**src/rtl/ddr2pe_pkg.sv**
```systemverilog
// ddr2pe_pkg: opcodes, buffer indices, FSM states and instruction field offsets
// shared by the DDR-to-PE dispatcher.
package ddr2pe_pkg;

    localparam logic [3:0] RD_OP_D    = 4'h0;
    localparam logic [3:0] RD_OP_I    = 4'h1;
    localparam logic [3:0] RD_OP_G    = 4'h4;
    localparam logic [3:0] RD_OP_W    = 4'h5;
    localparam logic [3:0] RD_OP_DW   = 4'h8;
    localparam logic [3:0] RD_OP_DB   = 4'h9;
    localparam logic [3:0] RD_OP_TW   = 4'hA;
    localparam logic [3:0] RD_OP_TB   = 4'hB;
    localparam logic [3:0] RD_OP_SYNC = 4'hF;

    localparam int BUF_I = 0;
    localparam int BUF_D = 1;
    localparam int BUF_P = 2;
    localparam int BUF_A = 3;

    localparam int OP_LSB     = 58;
    localparam int BUF_ID_LSB = 52;
    localparam int DEPOOL_BIT = 48;
    localparam int ROW_LSB    = 44;
    localparam int PIX_LSB    = 40;
    localparam int SIZE_LSB   = 32;
    localparam int ADDR_LSB   = 0;

    typedef enum logic [1:0] {IDLE, WAIT, ISSUE} state_e;

    typedef struct packed {
        logic       sync;
        logic       row;
        logic [3:0] need;
    } dec_t;

    function automatic logic op_valid(input logic [3:0] op);
        return op inside {RD_OP_D, RD_OP_I, RD_OP_G, RD_OP_W, RD_OP_DW,
                          RD_OP_DB, RD_OP_TW, RD_OP_TB, RD_OP_SYNC};
    endfunction

    function automatic dec_t decode(input logic [3:0] op, input logic [3:0] lt);
        dec_t d;
        d = '0;
        case (op)
            RD_OP_D, RD_OP_G: begin
                d.need[BUF_D] = 1'b1;
                d.row         = 1'b1;
            end
            RD_OP_I:                     d.need[BUF_I] = 1'b1;
            RD_OP_W:                     d.need[BUF_P] = 1'b1;
            RD_OP_DW:                    d.need[lt[2:1] != 2'b10 ? BUF_P : BUF_A] = 1'b1;
            RD_OP_DB, RD_OP_TW, RD_OP_TB: d.need[BUF_A] = 1'b1;
            RD_OP_SYNC:                  d.sync = 1'b1;
            default:                     d = '0;
        endcase
        return d;
    endfunction

endpackage

```
**src/rtl/ddr2pe_busy_track.sv**
```systemverilog
// ddr2pe_busy_track: N-bit busy register set by start and cleared by done;
// a done on an idle bit is flagged as spurious and otherwise ignored.
module ddr2pe_busy_track #(
    parameter int N = 4
) (
    input  logic         clk,
    input  logic         rst_n,
    input  logic [N-1:0] set_i,
    input  logic [N-1:0] done_i,
    output logic [N-1:0] busy_o,
    output logic         spurious_o
);

    logic [N-1:0] busy_q;

    always_ff @(posedge clk or negedge rst_n) begin
        if (!rst_n) busy_q <= '0;
        else        busy_q <= (busy_q & ~done_i) | set_i;
    end

    assign busy_o     = busy_q;
    assign spurious_o = |(done_i & ~busy_q);

endmodule

```
**src/rtl/ddr2pe_dispatch.sv**
```systemverilog
// ddr2pe_dispatch: decodes read instructions into buffer-loader and DDR-channel starts.
// Optional WAIT-cycle counter enabled by DDR2PE_STALL_CNT_EN.
module ddr2pe_dispatch
    import ddr2pe_pkg::*;
#(
    parameter int PE_NUM  = 16,
    parameter int DDR_CH  = 2,
    parameter int ADDR_W  = 32,
    parameter int BURST_W = 8,
    parameter int INST_W  = 64
) (
    input  logic               clk,
    input  logic               rst,
    input  logic [3:0]         layer_type,
    input  logic [7:0]         image_width,
    input  logic [3:0]         in_ch_seg,
    input  logic               ins_valid,
    output logic               ins_ready,
    input  logic [INST_W-1:0]  ins,
    output logic [3:0]         buf_start,
    input  logic [3:0]         buf_done,
    output logic [3:0]         buf_conf_mode,
    output logic [7:0]         buf_conf_num,
    output logic [3:0]         buf_conf_row,
    output logic [3:0]         buf_conf_pix,
    output logic               buf_conf_depool,
    output logic [PE_NUM-1:0]  buf_conf_mask,
    output logic [DDR_CH-1:0]  ddr_start,
    input  logic [DDR_CH-1:0]  ddr_done,
    output logic [ADDR_W-1:0]  ddr_st_addr,
    output logic [BURST_W-1:0] ddr_burst,
    output logic [ADDR_W-1:0]  ddr_step,
    output logic [BURST_W-1:0] ddr_burst_num,
    output logic               all_idle,
    output logic               err,
    output logic [31:0]        stall_cycles
);

    state_e              state_q, state_d;
    logic [3:0]          op_q, lt_q, row_q, pix_q, seg_q;
    logic [5:0]          bid_q;
    logic                dp_q;
    logic [7:0]          size_q, iw_q;
    logic [31:0]         addr_q;
    logic [3:0]          buf_start_q, buf_start_d, buf_need, buf_busy;
    logic [DDR_CH-1:0]   ddr_start_q, ddr_start_d, ddr_need, ddr_busy;
    logic [3:0]          mode_q, row_o_q, pix_o_q;
    logic [7:0]          num_q;
    logic                depool_q, err_q;
    logic [PE_NUM-1:0]   mask_q, mask_d;
    logic [ADDR_W-1:0]   st_addr_q, step_q;
    logic [BURST_W-1:0]  burst_q, bnum_q;
    dec_t                dec;
    logic [1:0]          ch;
    logic                accept, bad, go, issue, buf_spur, ddr_spur;
    logic [12:0]         burst_full;
    logic [16:0]         step_full;
    logic                unused_ins;

    // Starts are registered on the WAIT exit, so the ISSUE pulse shares its
    // cycle with the return to IDLE and the next accept can land there.
    always_comb begin
        accept      = ins_valid && state_q == IDLE;
        bad         = accept && !op_valid(ins[OP_LSB+:4]);
        dec         = decode(op_q, lt_q);
        ch          = 2'(int'(op_q[3:2]) % DDR_CH);
        buf_need    = dec.sync ? 4'hF : dec.need;
        ddr_need    = dec.sync ? '1 : DDR_CH'(1) << ch;
        go          = ~|(buf_busy & ~buf_done & buf_need) && ~|(ddr_busy & ~ddr_done & ddr_need);
        issue       = state_q == WAIT && go;
        buf_start_d = issue && !dec.sync ? buf_need : '0;
        ddr_start_d = issue && !dec.sync ? ddr_need : '0;
        state_d     = accept && !bad ? WAIT : issue ? IDLE : state_q;
        mask_d      = dec.need[BUF_D] ? '1 :
                      lt_q[0] ? PE_NUM'(1) << bid_q : PE_NUM'(4'hF) << {bid_q, 2'b00};
        burst_full  = (13'(pix_q) * 13'(seg_q)) << 5;
        step_full   = (17'(pix_q) * 17'(iw_q)) << 5;
    end

    always_ff @(posedge clk or negedge rst) begin
        if (!rst) begin
            state_q     <= IDLE;
            {op_q, lt_q, row_q, pix_q, seg_q, bid_q, dp_q, size_q, iw_q, addr_q} <= '0;
            buf_start_q <= '0;
            ddr_start_q <= '0;
            err_q       <= 1'b0;
            {mode_q, num_q, row_o_q, pix_o_q, depool_q} <= '0;
            mask_q      <= '0;
            st_addr_q   <= '0;
            step_q      <= '0;
            burst_q     <= '0;
            bnum_q      <= '0;
        end else begin
            state_q     <= state_d;
            buf_start_q <= buf_start_d;
            ddr_start_q <= ddr_start_d;
            err_q       <= bad || buf_spur || ddr_spur;
            if (accept) begin
                op_q   <= ins[OP_LSB+:4];
                bid_q  <= ins[BUF_ID_LSB+:6];
                dp_q   <= ins[DEPOOL_BIT];
                row_q  <= ins[ROW_LSB+:4];
                pix_q  <= ins[PIX_LSB+:4];
                size_q <= ins[SIZE_LSB+:8];
                addr_q <= ins[ADDR_LSB+:32];
                lt_q   <= layer_type;
                iw_q   <= image_width;
                seg_q  <= in_ch_seg;
            end
            if (issue && !dec.sync) begin
                {mode_q, num_q, row_o_q, pix_o_q, depool_q} <= {lt_q, size_q, row_q, pix_q, dp_q};
                mask_q    <= mask_d;
                st_addr_q <= ADDR_W'(addr_q);
                burst_q   <= dec.row ? BURST_W'(burst_full) : BURST_W'(size_q);
                step_q    <= dec.row ? ADDR_W'(step_full) : '0;
                bnum_q    <= dec.row ? BURST_W'(row_q) : BURST_W'(1);
            end
        end
    end

    ddr2pe_busy_track #(.N(4)) u_buf_busy (
        .clk        (clk),
        .rst_n      (rst),
        .set_i      (buf_start_d),
        .done_i     (buf_done),
        .busy_o     (buf_busy),
        .spurious_o (buf_spur)
    );

    ddr2pe_busy_track #(.N(DDR_CH)) u_ddr_busy (
        .clk        (clk),
        .rst_n      (rst),
        .set_i      (ddr_start_d),
        .done_i     (ddr_done),
        .busy_o     (ddr_busy),
        .spurious_o (ddr_spur)
    );

`ifdef DDR2PE_STALL_CNT_EN
    logic [31:0] stall_q;
    always_ff @(posedge clk or negedge rst) begin
        if (!rst)                                   stall_q <= '0;
        else if (state_q == WAIT && stall_q != '1)  stall_q <= stall_q + 32'd1;
    end
    assign stall_cycles = stall_q;
`else
    assign stall_cycles = '0;
`endif

    assign unused_ins      = ^ins;
    assign ins_ready       = state_q == IDLE;
    assign all_idle        = state_q == IDLE && ~|buf_busy && ~|ddr_busy;
    assign err             = err_q;
    assign buf_start       = buf_start_q;
    assign ddr_start       = ddr_start_q;
    assign buf_conf_mode   = mode_q;
    assign buf_conf_num    = num_q;
    assign buf_conf_row    = row_o_q;
    assign buf_conf_pix    = pix_o_q;
    assign buf_conf_depool = depool_q;
    assign buf_conf_mask   = mask_q;
    assign ddr_st_addr     = st_addr_q;
    assign ddr_burst       = burst_q;
    assign ddr_step        = step_q;
    assign ddr_burst_num   = bnum_q;

endmodule

```
**config.mk**
```make
export PLATFORM = sky130hd
export DESIGN_NAME = ddr2pe_dispatch
export DESIGN_NICKNAME = d
export VERILOG_FILES = /design/src/rtl/ddr2pe_pkg.sv /design/src/rtl/ddr2pe_busy_track.sv /design/src/rtl/ddr2pe_dispatch.sv
export SDC_FILE = /design/constraint.sdc
export NUM_CORES = 1
export LEC_CHECK = 0
export BUFFER_PORTS_ARGS = -buffer_cell sky130_fd_sc_hd__buf_4
export CORE_ASPECT_RATIO = 0.5
export CORE_MARGIN = 8
export CORE_UTILIZATION = 57
export CTS_CLUSTER_DIAMETER = 120
export CTS_CLUSTER_SIZE = 8
export DETAILED_ROUTE_END_ITERATION = 6
export PLACE_DENSITY = 0.86
export SYNTH_ARGS = -nofsm -noshare
export SYNTH_HDL_FRONTEND = slang
export SYNTH_SLANG_ARGS = --single-unit
```
**constraint.sdc**
```tcl
create_clock -name clk -period 5.78 [get_ports clk]
set_input_delay 0.867 -clock clk [delete_from_list [all_inputs] [get_ports clk]]
set_output_delay 0.867 -clock clk [all_outputs]
set_load 0.02 [all_outputs]
```
==> impl_metrics.env <==
export IMPL_status="complete, no violations"
export IMPL_start_util_pct=57.5
export IMPL_total_leakage_power_nw=5.09
export IMPL_power_density_mw_per_mm2=514
export IMPL_track_usage_pct=20.1
export IMPL_num_vias=5830
export IMPL_maxSlewViolCount=0
export IMPL_async_flop_share_pct=100
export IMPL_dp_hpwl_um=14500
export IMPL_period_minus_slack_ns=3.91
export IMPL_slowest_stage="fa_1"
export IMPL_fin_total_pwr_w=0.00545
export IMPL_syn_area_per_cell_sq_um=12.4
export IMPL_p_seq_share_pct=36.3
export IMPL_combPwrFrac_pct=42.3
export IMPL_drt_wl_total_um=20000
export IMPL_yosysSeqAreaShare_pct=51.8
export IMPL_drt_iter0_markers=262
export IMPL_hold_class="in2async"
export IMPL_peakVddDrop_mv=0.255
export IMPL_netlist_area_sq_mm=0.00874
export IMPL_cts_setup_buffers=0
export IMPL_overflow=0
export IMPL_core_area_sq_mm=0.0152
export IMPL_fin_cells=1094
export IMPL_core_rowCount=32
export IMPL_setup_viol=0
export IMPL_cp_cell_sequence="nand2_1, fa_1, inv_1, fa_1, ha_1, a211oi_1, o21ai_0, a2111oi_0, nor3_1, xnor2_1, a22o_1"
export IMPL_cts_hold_buf=0
export IMPL_port_buffers=184
export IMPL_max_freq_mhz=256
export IMPL_tightestPinTransition_ns=0.907
export IMPL_clock_root_buffer="clkbuf_16"
export IMPL_ys_flop_type="dfrtp_1"
export IMPL_dp_cells=1063
export IMPL_required_ns=6.09
export IMPL_p_int_w=0.00342
export IMPL_hold_ws_ns=0.401
export IMPL_fin_area_sq_mm=0.0106
export IMPL_synth_edf_count=0
export IMPL_antenna_found_initial=0
export IMPL_worstPathMaxFanout=10
export IMPL_worstSetupPathType="reg2reg"
export IMPL_die_area_sq_mm=0.0198
export IMPL_io_pins=247
export IMPL_switchingPower_w=0.00204
export IMPL_syn_instance_count=707
export IMPL_fillers=1089
export IMPL_ant_nets=0
export IMPL_drt_vias_per_instance=5.33
export IMPL_clkPwrFrac_pct=21.4
export IMPL_slowest_delay_ns=0.56
export IMPL_cp_arrival_ns=4.22
export IMPL_cts_buffers_inserted=17
export IMPL_post_cts_resized=0
export IMPL_slew_headroom_pct=39.3
export IMPL_synth_distinct_cells=53
export IMPL_reg2regPathDepth=11
export IMPL_clkSlewWorstSetupHoldPaths_ns=0.07
export IMPL_p_sw_share_pct=37.3
export IMPL_end_kind="register"
export IMPL_clock_sinks=181
export IMPL_drc=0
export IMPL_drtPass1Iterations=5
export IMPL_htreeDepth=4
export IMPL_fin_tns_setup_ns=0
export IMPL_wl_per_cell_um=18.3
export IMPL_first_global_vias=6303
export IMPL_start_kind="register"
export IMPL_yosys_warnings=0
export IMPL_die_h_um=104
export IMPL_place_gp_congestion=0.852
export IMPL_cp_common_cell="fa_1"
export IMPL_ctsLongestPathBuffers=2
export IMPL_rsz0062_at_grt="false"
export IMPL_die_w_um=191
export IMPL_ys_seq_elements=181
export IMPL_fin_skew_ns=0.0151
export IMPL_grt_max_degree=70
export IMPL_clkLatencyLatePin_ns=0.43
export IMPL_grt_first_pass_wirelength_um=32600
export IMPL_drive_above_1_share_pct=41.2
export IMPL_cts_tree="done"
export IMPL_n_antenna_cell=0
export IMPL_hold_viol=0
export IMPL_areaGrowthSynthToFinish_pct=21.3
export IMPL_final_net_count=996
export IMPL_post_dp_cell_area_sq_mm=0.0100
export IMPL_min_period_over_period_pct=67.7
export IMPL_maxCapViolations=0
-- layout by cell type (no fill, tap or decap), drive strengths merged, types with 5 or more instances in the layout --
master  count
o31ai      12
nor3        6
nor4        5
nand3       7
clkbuf     19
buf       189
inv        36
fa         12
a21oi       8
nor2b       6
nand2      35
o21ai      59
ha         17
nand2b     10
nor2       11
dfrtp     181
xnor2       7
and2       27
mux2      139
conb       56
-- registers in the layout, summed over array words and instances (netlist names), 6 cells and up --
signal and count:
addr_q 32, ddr_st_addr 32, buf_conf_mask 16, ddr_step 12
buf_conf_num 8, ddr_burst 8, iw_q 8, size_q 8
bid_q 6
-- cell families (layout without fill, tap and decap cells) --
kind of cell               count (synthesis)  after routing  share of synthesized area [%]
AOI/OAI and AO/OA                        103            103                           7.29
and+or+nand+nor                          119            119                           7.23
adders and majority gates                 29             29                           5.18
DFF                                      181            181                           51.8
xor gates and xnor gates                  10             10                           1.00
other                                      1             56                         0.0429
buffers and inverters                    124            252                           8.60
muxes                                    140            140                           18.8
-- through the flow --
stage               setup slack, ns  utilization, %
floorplan                      2.33               -
global placement               2.16            65.8
detailed placement             2.05            65.8
CTS                            1.97            69.7
global route                   1.54            69.7
finish                         1.87            69.7
-- per-layer routing --
layer	share of wire (%)	vias to the layer above	GRT usage [%]
met4	1.4	0	5.96
met5	0	-	0
met2	50	196	34.9
met3	7.3	24	5.32
met1	41	2941	24.2
li1	-	2669	-
-- power groups by stage --
stage | registers (W) | logic [W] | clock network, W
floorplan | 0.00231 | 0.00115 | 0
global placement | 0.00197 | 0.00225 | 0
detailed placement | 0.00200 | 0.00231 | 0
CTS | 0.00198 | 0.00233 | 0.00119
global route | 0.00204 | 0.00250 | 0.00123
finish | 0.00198 | 0.00231 | 0.00117
-- final timing paths --
kind,startpoint,to,slack [ns]
setup / recovery,pix_q[3],ddr_step[14],1.87
hold / removal,rst,ddr_st_addr[9],0.40
setup reg to reg,pix_q[3],ddr_step[14],1.87
hold reg to reg,addr_q[21],ddr_st_addr[21],0.50
max in group asynchronous,rst,buf_start[0],4.06
min in group clk,addr_q[21],ddr_st_addr[21],0.50
-- cell type report --
type | instances | area [sq um] | area share (%)
inverter | 32 | 120 | 1.13
timing repair buffer | 189 | 1420 | 13.4
multi-input combinational | 457 | 3680 | 34.8
clock buffer | 19 | 443 | 4.18
clock inverter | 12 | 146 | 1.38
sequential | 181 | 4530 | 42.7
tap | 204 | 255 | 2.41
-- synthesized netlist by cell type, types with 2 or more instances --
library cell  count  share of area [%]
xor2_1            3               0.30
buf_12            2               0.46
dfrtp_1         181                 52
buf_2             8               0.46
a211oi_1          3               0.26
a21o_1            2               0.17
a22o_1            4               0.40
buf_6             4               0.52
buf_4            57                4.9
nor2_1           10               0.43
mux2_4           19                3.3
a31oi_1           3               0.21
inv_1            32                1.4
nor3_1            5               0.29
a21oi_1           8               0.46
fa_1             12                2.7
or3_1             3               0.21
nand2b_1         10               0.72
or4_1             2               0.17
nand2_1          35                1.5
nor2b_1           6               0.43
and2_1           27                1.9
o31ai_1          11               0.94
o22ai_1           2               0.14
xnor2_1           7               0.70
nand4_1           3               0.21
clkbuf_1         21               0.90
nor4_1            5               0.36
o21ai_0          58                3.3
mux2_2          120                 15
nand3_1           6               0.34
ha_1             17                2.4
-- critical path: cells and delay by family (launching register included) --
family                   cells  cell delay (ns)
AND/OR/NAND/NOR              2             0.27
adder cells (fa/ha/maj)      3             1.42
XOR/XNOR                     1             0.14
flip-flops                   1             0.53
buffers and inverters        1             0.06
AO/OA/AOI/OAI                4             1.38
No activity file was read; power rests on OpenSTA's default activity.
